`src/rtl/mem_arb_pkg.sv`:
```
// Shared types and default widths for the cache / physical-memory arbiter.
package mem_arb_pkg;

    localparam int unsigned ARB_ADDR_W = 16;
    localparam int unsigned ARB_LINE_W = 128;

    typedef enum logic [1:0] {
        IDLE,
        SERVE_A,
        SERVE_B
    } arb_state_t;

    typedef enum logic {
        PORT_A,
        PORT_B
    } port_sel_t;

    typedef logic [ARB_LINE_W-1:0] line_t;

endpackage

```
`src/rtl/mem_arbiter_rr_pick2.sv`:
```
// Two-way round-robin pick: a lone requester wins, a tie goes to the port
// that did not win last time.
module rr_pick2
    import mem_arb_pkg::*;
(
    input  logic      req_a,
    input  logic      req_b,
    input  port_sel_t last_grant,
    output logic      grant_valid,
    output port_sel_t grant_sel
);

    // Winner selection for the current request pair
    always_comb begin
        grant_valid = req_a | req_b;
        grant_sel   = PORT_A;
        if (req_a && req_b) begin
            grant_sel = (last_grant == PORT_A) ? PORT_B : PORT_A;
        end else if (req_b) begin
            grant_sel = PORT_B;
        end
    end

endmodule

```
`src/rtl/mem_arbiter.sv`:
```
// Serialises I-cache (port a) and D-cache (port b) line requests onto a single
// physical-memory port, one transaction in flight, round-robin on ties.
module mem_arbiter
    import mem_arb_pkg::*;
#(
    parameter int unsigned ADDR_W = ARB_ADDR_W,
    parameter int unsigned LINE_W = ARB_LINE_W
) (
    input  logic              clk,
    input  logic              rst,
    input  logic              mem_read_a,
    input  logic              mem_write_a,
    input  logic [ADDR_W-1:0] mem_addr_a,
    input  logic [LINE_W-1:0] mem_wdata_a,
    output logic [LINE_W-1:0] mem_rdata_a,
    output logic              mem_resp_a,
    input  logic              mem_read_b,
    input  logic              mem_write_b,
    input  logic [ADDR_W-1:0] mem_addr_b,
    input  logic [LINE_W-1:0] mem_wdata_b,
    output logic [LINE_W-1:0] mem_rdata_b,
    output logic              mem_resp_b,
    output logic              pmem_read,
    output logic              pmem_write,
    output logic [ADDR_W-1:0] pmem_address,
    output logic [LINE_W-1:0] pmem_wdata,
    input  logic [LINE_W-1:0] pmem_rdata,
    input  logic              pmem_resp
);

    arb_state_t state;
    port_sel_t  last_grant;
    logic       op_write;
    logic       grant_valid;
    port_sel_t  grant_sel;
    logic       win_write;
    logic [ADDR_W-1:0] win_addr;
    logic [LINE_W-1:0] win_wdata;

    rr_pick2 u_pick (
        .req_a       (mem_read_a | mem_write_a),
        .req_b       (mem_read_b | mem_write_b),
        .last_grant  (last_grant),
        .grant_valid (grant_valid),
        .grant_sel   (grant_sel)
    );

    // Operands of the port that wins this cycle; read+write together is a write
    always_comb begin
        win_write = (grant_sel == PORT_A) ? mem_write_a : mem_write_b;
        win_addr  = (grant_sel == PORT_A) ? mem_addr_a  : mem_addr_b;
        win_wdata = (grant_sel == PORT_A) ? mem_wdata_a : mem_wdata_b;
    end

    // Arbitration FSM; strobes, address and write data are registered at the grant edge
    always_ff @(posedge clk) begin
        if (rst) begin
            state        <= IDLE;
            last_grant   <= PORT_A;
            op_write     <= 1'b0;
            pmem_read    <= 1'b0;
            pmem_write   <= 1'b0;
            pmem_address <= '0;
            pmem_wdata   <= '0;
        end else begin
            case (state)
                IDLE: begin
                    if (grant_valid) begin
                        state        <= (grant_sel == PORT_A) ? SERVE_A : SERVE_B;
                        last_grant   <= grant_sel;
                        op_write     <= win_write;
                        pmem_read    <= ~win_write;
                        pmem_write   <= win_write;
                        pmem_address <= win_addr;
                        pmem_wdata   <= win_wdata;
                    end
                end
                SERVE_A, SERVE_B: begin
                    if (pmem_resp) begin
                        state      <= IDLE;
                        pmem_read  <= 1'b0;
                        pmem_write <= 1'b0;
                    end
                end
                default: begin
                    state      <= IDLE;
                    pmem_read  <= 1'b0;
                    pmem_write <= 1'b0;
                end
            endcase
        end
    end

    // Completion is combinational with pmem_resp; suppressed while reset is asserted
    always_comb begin
        mem_resp_a  = ~rst & pmem_resp & (state == SERVE_A);
        mem_resp_b  = ~rst & pmem_resp & (state == SERVE_B);
        mem_rdata_a = (mem_resp_a && !op_write) ? pmem_rdata : '0;
        mem_rdata_b = (mem_resp_b && !op_write) ? pmem_rdata : '0;
    end

endmodule

```
`config.mk`:
```
export PLATFORM = sky130hd
export DESIGN_NAME = mem_arbiter
export DESIGN_NICKNAME = d
export VERILOG_FILES = /design/src/rtl/mem_arb_pkg.sv /design/src/rtl/mem_arbiter_rr_pick2.sv /design/src/rtl/mem_arbiter.sv
export SDC_FILE = /design/constraint.sdc
export NUM_CORES = 1
export LEC_CHECK = 0
export ABC_AREA = 1
export BUFFER_PORTS_ARGS = -buffer_cell sky130_fd_sc_hd__buf_2
export CAP_MARGIN = 20
export CORE_AREA = 2 2 325 327
export DETAILED_ROUTE_END_ITERATION = 16
export DIE_AREA = 0 0 327 329
export PLACE_DENSITY_LB_ADDON = 0.25
export SETUP_SLACK_MARGIN = 0.15
export SLEW_MARGIN = 10
export SYNTH_ARGS = -nofsm -noshare
export SYNTH_HDL_FRONTEND = slang
export SYNTH_HIERARCHICAL = 1
export SYNTH_SLANG_ARGS = --single-unit
```
`constraint.sdc`:
```
create_clock -name clk -period 2.1 [get_ports clk]
set_input_delay 0.21 -clock clk [delete_from_list [all_inputs] [get_ports clk]]
set_output_delay 0.21 -clock clk [all_outputs]
set_load 0.01 [all_outputs]
```
Word level (Yosys, flattened, before mapping)
Index checks and enable logic that the tools add are counted.
W data, S select, Z words.
{"block": "classes", "add_sub_neg": 0, "multipliers": 0, "div": 0, "n_lt_le_gt_ge": 0, "eq_ne": 4, "shifts": 0, "muxes": 17, "n_bitwise": 8, "n_reduce_logical": 8}
{"operator": "$mux W128", "n": 3}
{"operator": "$mux W16", "n": 1}
{"operator": "$mux W1", "n": 7}
{"operator": "$mux W2", "n": 3}
{"operator": "$ne A2 B2 Y1 const B", "n": 2}
{"operator": "$pmux W1 S2", "n": 2}
{"operator": "$pmux W2 S2", "n": 1}
{"operator": "$reduce_and A2 Y1", "n": 2}
{"operator": "$and A1 B1 Y1", "n": 3}
{"operator": "$logic_and A1 B1 Y1", "n": 3}
{"operator": "$or A1 B1 Y1", "n": 3}
{"operator": "$eq A2 B1 Y1 const B", "n": 1}
{"operator": "$eq A2 B2 Y1 const B", "n": 1}
{"operator": "$logic_not A2 Y1", "n": 1}
{"operator": "$not A1 Y1", "n": 2}
{"operator": "$reduce_or A2 Y1", "n": 1}
{"operator": "$logic_not A1 Y1", "n": 1}
{"block": "totals", "reg_bits": 150, "latchBits": 0, "ramBits": 0, "romBits": 0, "in_bits": 423, "out_inout_bits": 404, "word_cells": 44, "n_memories": 0}

Logic depth before layout (Yosys ltp)
Gate-level depths: netlist of the first run.
{"block": "depth", "depth_word": 7, "mapped_depth": 11, "ltp_nobuf": 8}

By module
The synthesis of the first run kept the hierarchy.
{"module": "mem_arbiter", "n_inst": 1, "cells_per_inst": 1411, "area_each_um2": 8702.1, "seq_area_each_um2": 3002.9}
{"module": "rr_pick2", "n_inst": 1, "cells_per_inst": 3, "area_each_um2": 15.0, "seq_area_each_um2": 0.0}

Worst setup path before layout of the first run
No wires, ideal clock.
{"block": "synth_timing", "path_type": "input port to flip-flop", "startpoint": "input mem_write_b", "endpoint": "register pmem_wdata[100]", "setup_time_ns": 0.115, "arrival_time_ns": 1.477, "t_required_ns": 1.985, "setup_slack_ns": 0.508, "stages": 8, "n_path_buf": 2, "cell_sequence": "or2_2 -> or2_1 -> nand2_1 -> inv_2 -> buf_2 -> clkbuf_1 -> o211ai_1 -> inv_2"}
{"block": "synth_via", "word_cells_on_any_way": 7, "cone_classes": "mux: 3; bitwise: 2; reduce/logical: 2"}
{"element": "start, declared", "line": "mem_arbiter.sv:18", "text": "input logic mem_write_b,"}
{"element": "$or A1 B1 Y1", "line": "mem_arbiter.sv:42", "text": ".req_b (mem_read_b | mem_write_b),"}
{"element": "$or A1 B1 Y1", "line": "mem_arbiter_rr_pick2.sv:15", "text": "grant_valid = req_a | req_b;"}
{"element": "net grant_valid", "line": "mem_arbiter.sv:34", "text": "logic grant_valid;"}
{"element": "$reduce_and A2 Y1 (no source line)"}
{"element": "end signal, assigned", "line": "mem_arbiter.sv:75", "text": "pmem_wdata <= win_wdata;"}
{"element": "end, declared", "line": "mem_arbiter.sv:26", "text": "output logic [LINE_W-1:0] pmem_wdata,"}
The timed path passes the listed nets, and every way through them passes these cells.
A chain may end at the register's enable or synchronous reset.

Worst setup path in the final report of the first run
{"block": "layout_timing", "startpoint": "register state[0]", "endpoint": "output mem_rdata_b[121]"}
{"block": "layout_via", "elab_chain_cells": 4}
{"element": "start, declared", "line": "mem_arbiter.sv:31", "text": "arb_state_t state;"}
{"element": "start signal, assigned", "line": "mem_arbiter.sv:69", "text": "state <= (grant_sel == PORT_A) ? SERVE_A : SERVE_B;"}
{"element": "$eq A2 B2 Y1", "line": "mem_arbiter.sv:97", "text": "mem_resp_b = ~rst & pmem_resp & (state == SERVE_B);"}
{"element": "$and A1 B1 Y1", "line": "mem_arbiter.sv:97"}
{"element": "$logic_and A1 B1 Y1", "line": "mem_arbiter.sv:99", "text": "mem_rdata_b = (mem_resp_b && !op_write) ? pmem_rdata : '0;"}
{"element": "$mux W128", "line": "mem_arbiter.sv:99"}
{"element": "end, declared", "line": "mem_arbiter.sv:21", "text": "output logic [LINE_W-1:0] mem_rdata_b,"}
Every way passes these cells.

==> results of run 1 <==
per-stage QoR:
stage / total power, mW / worst slack (ns) / area, um^2 / TNS (ns) / util
floorplan: 6.473 / 0.5076 / 8717 / 0 / -
global placement: 8.817 / 0.1497 / 14600 / 0 / 0.1399
detailed placement: 8.772 / 0.1427 / 14600 / 0 / 0.1399
CTS: 12.29 / -0.1392 / 16070 / -19.59 / 0.1539
global route: 13.13 / -0.1770 / 16630 / -27.79 / 0.1593
finish: 12.22 / -0.06630 / 16630 / -2.206 / 0.1594
cell type report:
type                       instances  area, um^2  share of cell area
antenna                           10       25.02            0.001504
multi-input combinational        874        4677              0.2812
clock inverter                    12       120.1            0.007221
inverter                         283        1097             0.06597
timing repair buffer             905        5509              0.3312
clock buffer                      20       436.7             0.02625
tap                             1391        1740              0.1046
sequential                       150        3005              0.1807
timing repair inverter             2       22.52            0.001354
repair_timing:
action / CTS / global route
setup buffers: 17 / 9
setup endpoints to repair: 256 / 400
gates resized for setup: 147 / 121
gates cloned: 6 / 3
pin swaps: 7 / 5
sequential cells by signal, indices dropped and copies added (netlist names):
name / count
pmem_wdata: 128
pmem_address: 16
state: 2
op_write: 1
pmem_read: 1
pmem_write: 1
last_grant: 1
path summary, 6_finish.rpt:
kind | from | endpoint | cells after the start
worst max-delay path | state[0] | mem_rdata_b[121] | 9
worst min register to register | pmem_write | pmem_write | 2
worst max register to register | state[0] | pmem_wdata[97] | 12
worst min-delay path | mem_wdata_b[123] | pmem_wdata[123] | 5
power by group through the flow:
stage,combinational (mW),sequential [mW],clock [mW]
global route,5.85,3.92,3.36
CTS,5.15,3.84,3.30
global placement,4.92,3.89,0
floorplan,2.31,4.17,0
detailed placement,4.90,3.87,0
finish,5.27,3.84,3.12
Yosys cell counts:
| cell type | n | area share |
|---|---|---|
| buf_6 | 12 | 0.016 |
| and3_4 | 1 | 0.0013 |
| or2_2 | 2 | 0.0014 |
| a21oi_1 | 8 | 0.0046 |
| dfxtp_1 | 150 | 0.34 |
| and3_1 | 1 | 0.00072 |
| buf_4 | 2 | 0.0017 |
| nand2_2 | 1 | 0.00072 |
| o211ai_1 | 144 | 0.12 |
| clkbuf_1 | 30 | 0.013 |
| nand3_1 | 147 | 0.084 |
| or2_1 | 1 | 0.00072 |
| buf_2 | 64 | 0.037 |
| nor2_1 | 256 | 0.11 |
| buf_8 | 1 | 0.0017 |
| inv_1 | 150 | 0.065 |
| ha_1 | 3 | 0.0043 |
| inv_2 | 133 | 0.057 |
| nand2_1 | 308 | 0.13 |
cells by family (layout without fill, tap and decap cells):
| group | Yosys count | count (layout) |
|---|---|---|
| other | 0 | 10 |
| AOI/OAI and AO/OA | 152 | 152 |
| and+or+nand+nor | 717 | 719 |
| DFF | 150 | 150 |
| adders and majority gates | 3 | 3 |
| buffers and inverters | 392 | 1222 |
worst reg2reg max path: cells and delay by family, from the launching register on:
| family | cells | cell delay (ns) |
|---|---|---|
| buffers and inverters | 9 | 0.93 |
| DFF | 1 | 0.35 |
| AOI/OAI and AO/OA | 1 | 0.21 |
| adders and majority gates | 1 | 0.18 |
| and+or+nand+nor | 1 | 0.12 |
metal layers:
metal	vias to the layer above	part of all wire
li1	5995	-
met1	5457	0.38
met4	6	0.030
met2	485	0.53
met3	91	0.056
met5	-	0.00055
placed cells by master, fill, tap and decap left out, types with 2 or more instances in the layout:
cell type and instances:
buf_4 27, nor2_4 35, nor2_1 123, clkinv_4 2
or2_2 2, buf_16 3, inv_4 2, diode_2 10
nand2_1 306, and3_4 2, inv_8 2, nand2_8 5
inv_6 4, buf_6 41, buf_2 792, buf_8 12
inv_1 147, buf_12 28, o211ai_1 144, dfxtp_1 148
ha_1 2, nand3_1 147, a21oi_1 7, inv_2 132
clkbuf_1 3, clkbuf_16 18, nor2_2 98, clkinvlp_4 6
dfxtp_2 2
==> impl_results.md, run 1 <==
- Fin crit share: 1.032
- Synthesized Nets: 1840
- Crit end category: primary output
- Xor/xnor share of the synthesized area: 0
- Average wire per standard cell: ~17 um
- Compound-cell area share of the yosys netlist: 0.1286
- Leak pwr: 9.402 nW
- Fmax: 0.4616 GHz
- Rel. slew slack: 0.4547
- Outcome: finished with violations
- Die area: about 0.11 mm^2
- Clock power frac: 0.255
- Cells after Synth: approximately 1400
- # fillers: 12220
- R2R Setup Slk: around 0.23 ns
- Mapped cell area: ~0.0087 mm^2
- Min Clock Period, post-route: around 2.2 ns
- Clk sinks: 150
- Inst Count DP: 3570
- Global-route wire length before repair: between 80000 and 90000 um
- Met3 Track Usage GR: 0.02535
- Port Buf Inserts: roughly 830
- Switching Fraction: 0.4063
- Fin nets: approximately 2700
- Final wirelength: 61510 um
- Via density: between 3 and 4
- Die height: 329 um
- Ys Warns: 6
- Layout cells sized above 1: 0.5423
- Boundary Pins: 827
- CTS Buf Count: 17
- Layout area overhead: 90.81%
- Mapped Avg Cell Area: about 6.2 um^2
- Startpoint Class: flip-flop
- Busiest metal layer after global routing: met2
- Switching Power: 4.967 mW
- Final HPWL DP: 48730 um
- WP buf/inv: 5
- Worst hold-check path type: in -> reg
- Critical path's top delay family: buffers and inverters
- Multiplexer share of the synthesized area: 0
- Clock Tree Buf Depth: 2
- DR vias: 12030
- DR pass1 iterations: 5
- Clock Pin Slew Worst Setup and Hold Paths: ~0.07 ns
- All-Layer GR Usage: 0.1077
- Final setup vio count: between 100 and 150
- Simple-gate area share of the yosys netlist: 0.3321
- Worst-path cell chain: inv_2 > ha_1 > and3_4 > buf_12 > nand2_8 > buf_12 > buf_8 > nor2_1 > buf_2
- Vias in the first global route: 11630
- CP peak stage delay: about 0.33 ns
- Gpl congestion: roughly 0.81
- P per Cell Area: about 730 mW/mm^2
- Sequential cell fraction of total power: 0.314
- Adder-cell share of the synthesized area: 0.004306
- RSZ-0062 raised after global routing: true
- Chip width: about 330 um
- Most frequent CP cell: buf_12
- Crit path DAT: ~2.0 ns
- Htree depth: 4
- DRC: 0
- Met2 usage: 0.2005
- Non-filler instance count after layout: 3647
- CTS tree: built
- Slowest-stage cell, CP: dfxtp_2
- Final worst slack: -0.06630 ns
- Worst Path Max Fanout: 7
- Initial Util: 0.08352
- Hold buffers post-CTS: 0
- Pint: between 7 and 8 mW
- Max-cap viol count: 0
- Rows: 119
- GRT overflow: 0
- Largest net degree at the start of global routing: ~150
- Detailed router's first-iteration violation count: about 450
- Post-route ant nets: 0
- Worst-Skew Late Latency: 0.48 ns
- Fin. Hold Viols: 0
- Critical path required time: about 1.9 ns
- Initial antenna violation count: 29
- Synthesized flop and latch total: 150
- Core ar.: between 0.1 and 0.15 mm^2
- Largest family of logic cells by synthesized area: simple AND/OR/NAND/NOR gates
- Combinational power share: 0.431
- Met1 Use GR: 0.1182
- Root Buffer: clkbuf_16
- Slew Viols, Final: 0
- Final hold slack: about 0.068 ns
- Worst setup path class: reg -> out
- Failing checks: negative setup slack
- Final Skew: ~0.014 ns
- Max VDD drop: between 0.0006 and 0.0007 V
- Worst slew pin tran: roughly 0.82 ns
- Sequential area share after synthesis: 0.3445
- Synth cell types: 19
(Power assumes the default switching activity.)
==> inputs of run 2 (changes only) <==
--- a/config.mk
+++ b/config.mk
@@ -12,7 +12,6 @@
 export DETAILED_ROUTE_END_ITERATION = 16
 export DIE_AREA = 0 0 327 329
 export PLACE_DENSITY_LB_ADDON = 0.25
-export SETUP_SLACK_MARGIN = 0.15
 export SLEW_MARGIN = 10
 export SYNTH_ARGS = -nofsm -noshare
 export SYNTH_HDL_FRONTEND = slang
==> impl_results.md, run 2 (synthesized netlist as in run 1, its figures left out) <==
- Setup slack at placement: 0.1427 ns (unchanged)
- Die area: 0.1076 mm^2 (unchanged)
- RSZ-0062 raised after global routing: true
- Fin area: 0.01648 mm^2 (-0.90%)
- Worst R2R Path Depth: 11 (-1)
- Final hold slack: 0.07159 ns (+0.003704 ns)
- Critical path required time: 1.89 ns (about the same)
- DR pass1 iterations: 5 (unchanged)
- Final wirelength: 60840 um (-1.1%)
- FF-to-FF Start: state[0]
- Worst-Skew Late Latency: 0.48 ns (about the same)
- Fin. Hold Viols: 0 (unchanged)
- Final worst slack: -0.06127 ns (+0.005029 ns)
- Fin nets: 2650 (-0.34%)
- Total power: 12.07 mW (-1.2%)
- Root Buffer: clkbuf_16
- Clock Pin Slew Worst Setup and Hold Paths: 0.07 ns (about the same)
- Worst slew pin tran: 0.8111 ns (-0.006845 ns)
- Max VDD drop: 0.0006221 V (-0.87%)
- Crit path DAT: 1.95 ns (about the same)
- Clock Tree Buf Depth: 2 (unchanged)
- Outcome: finished with violations
- Hold Startpoint: mem_wdata_b[4]
- DRC: 0 (unchanged)
- Most frequent cells in the layout: buf_2, nand2_1, dfxtp_1
- Via density: 3.307 (+0.23%)
- Largest net degree at the start of global routing: 145 (unchanged)
- Fin util: 0.1579 (-0.001438)
- Initial Util: 0.08352 (unchanged)
- Fin crit share: 1.029 (-0.002395)
- Top routing layer in use: met5
- Reg with most FFs: pmem_wdata
- Reg area: 0.003005 mm^2 (unchanged)
- Hold buffers post-CTS: 0 (unchanged)
- Max reg flops: 128 (unchanged)
- CTS tree: built
- Slew Viols, Final: 0 (unchanged)
- Most common cell after layout, fill and taps aside: buf_2
- Reg2reg end: pmem_wdata[37]
- M1 WL: 23400 um (-0.76%)
- Leak pwr: 9.351 nW (-0.53%)
- Layout cells sized above 1: 0.5414 (-0.0009474)
- Layout area overhead: 89.09%
- Failing checks: negative setup slack
- Chip width: 327 um (unchanged)
- R2R Setup Slk: 0.16 ns (-0.07 ns)
- Core ar.: 0.1044 mm^2 (unchanged)
- Final Skew: 0.01528 ns (+0.001756 ns)
- Global-route wire length before repair: 83280 um (about the same)
- GRT overflow: 0 (unchanged)
- Port Buf Inserts: 826 (unchanged)
- Min Clock Period, post-route: 2.161 ns (-0.005029 ns)
- Vias in the first global route: 11600 (-0.28%)
- P per Cell Area: 732.5 mW/mm^2 (-0.32%)
- Hold Path Stages: 5 (unchanged)
- Most frequent CP cell: buf_12
- Final HPWL DP: 48730 um (unchanged)
- Startpoint Class: flip-flop
- Hold Crit Endpoint: pmem_wdata[4]
- Htree depth: 4 (unchanged)
- Met3 WL: 3493 um (+2.0%)
- Average wire per standard cell: 16.75 um (-0.66%)
- Biggest regs: pmem_wdata: 128 flops, pmem_address: 16 flops, state: 2 flops
- CP peak stage delay: 0.34 ns (about the same)
- Initial antenna violation count: 29 (unchanged)
- Die height: 329 um (unchanged)
- Met2 Wirelength: 32040 um (-1.8%)
- Multi-input gate area: 0.004653 mm^2 (-0.51%)
- Gpl congestion: 0.8110 (unchanged)
- Worst Path Max Fanout: 8 (+1)
- Slowest-stage cell, CP: dfxtp_2
- All-Layer GR Usage: 0.1076 (about the same)
- Inst Count DP: 3570 (unchanged)
- CTS Buf Count: 17 (unchanged)
- Rows: 119 (unchanged)
- Fmax: 0.4627 GHz (+0.23%)
- Boundary Pins: 827 (unchanged)
- Worst hold-check path type: in -> reg
- Rel. slew slack: 0.4593 (+0.004564)
- Detailed router's first-iteration violation count: 418 (-7.3%)
- Crit end category: primary output
- Clk sinks: 150 (unchanged)
- Setup TNS: -1.489 ns (+0.7169 ns)
- Worst-path cell chain: inv_2 > ha_1 > and3_4 > nand2_8 > buf_12 > buf_12 > nor2_4 > buf_6
- Dpl cell area: 0.01460 mm^2 (unchanged)
- Final setup vio count: 102 (-18%)
- # fillers: 12230 (+0.098%)
- DR vias: 12010 (-0.21%)
- Post-route ant nets: 0 (unchanged)
- Non-filler instance count after layout: 3631 (-0.44%)
- Max-cap viol count: 0 (unchanged)
- Worst setup path class: reg -> out
## run 2: cell count changes in the layout (fill, tap and decap cells not counted), sizes merged
cell    before  now
buf        903  896
clkinv       3    2
diode       10    3
inv        287  286
## run 2: area by class of cell
type                            count  area share
Antenna cell                        3   0.0004554
Clock inverter                     12    0.007287
Tap cell                         1391      0.1056
Timing Repair Buffer              898      0.3296
Clock buffer                       20     0.02649
Sequential cell                   150      0.1823
Multi-Input combinational cell    874      0.2823
Inverter                          283     0.06596
## run 2: worst max-delay path by stage
| stage | from | end | slack (ns) | depth (start not counted) |
|---|---|---|---|---|
| 6_report | state[1] | mem_rdata_a[98] | -0.06 | 8 |
| 5_1_grt | state[0] | mem_rdata_b[90] | -0.18 | 9 |
| 3_3_place_gp | mem_write_a | pmem_wdata[64] | 0.15 | 8 |
| 4_1_cts | state[1] | mem_rdata_a[98] | -0.14 | 8 |
| 3_5_place_dp | mem_write_a | pmem_wdata[24] | 0.14 | 9 |
| 2_1_floorplan | mem_write_b | pmem_wdata[100] | 0.51 | 8 |
## run 2: power by group
group	total, mW	switching, mW	internal (mW)
logic	5.13	3.09	2.03
clock network	3.11	1.47	1.65
registers	3.84	0.336	3.50
## run 2: what timing repair did
action	CTS	global route
pin swaps	8	2
buffers inserted	17	2
resized for setup	136	128
endpoints found under the setup margin	256	397
cloned	6	1
## run 2: critical path, delay by kind of cell (launching register included)
| kind | cells | cell delay (ns) |
|---|---|---|
| buffers and inverters | 4 | 0.51 |
| and+or+nand+nor | 3 | 0.48 |
| DFF | 1 | 0.34 |
| adders and majority gates | 1 | 0.13 |
## run 2: metal layers
metal | vias up | global-route usage
met5 | - | 0
met3 | 107 | 0.02469
met1 | 5437 | 0.1186
met2 | 494 | 0.2039
li1 | 5965 | -
met4 | 6 | 0.03151
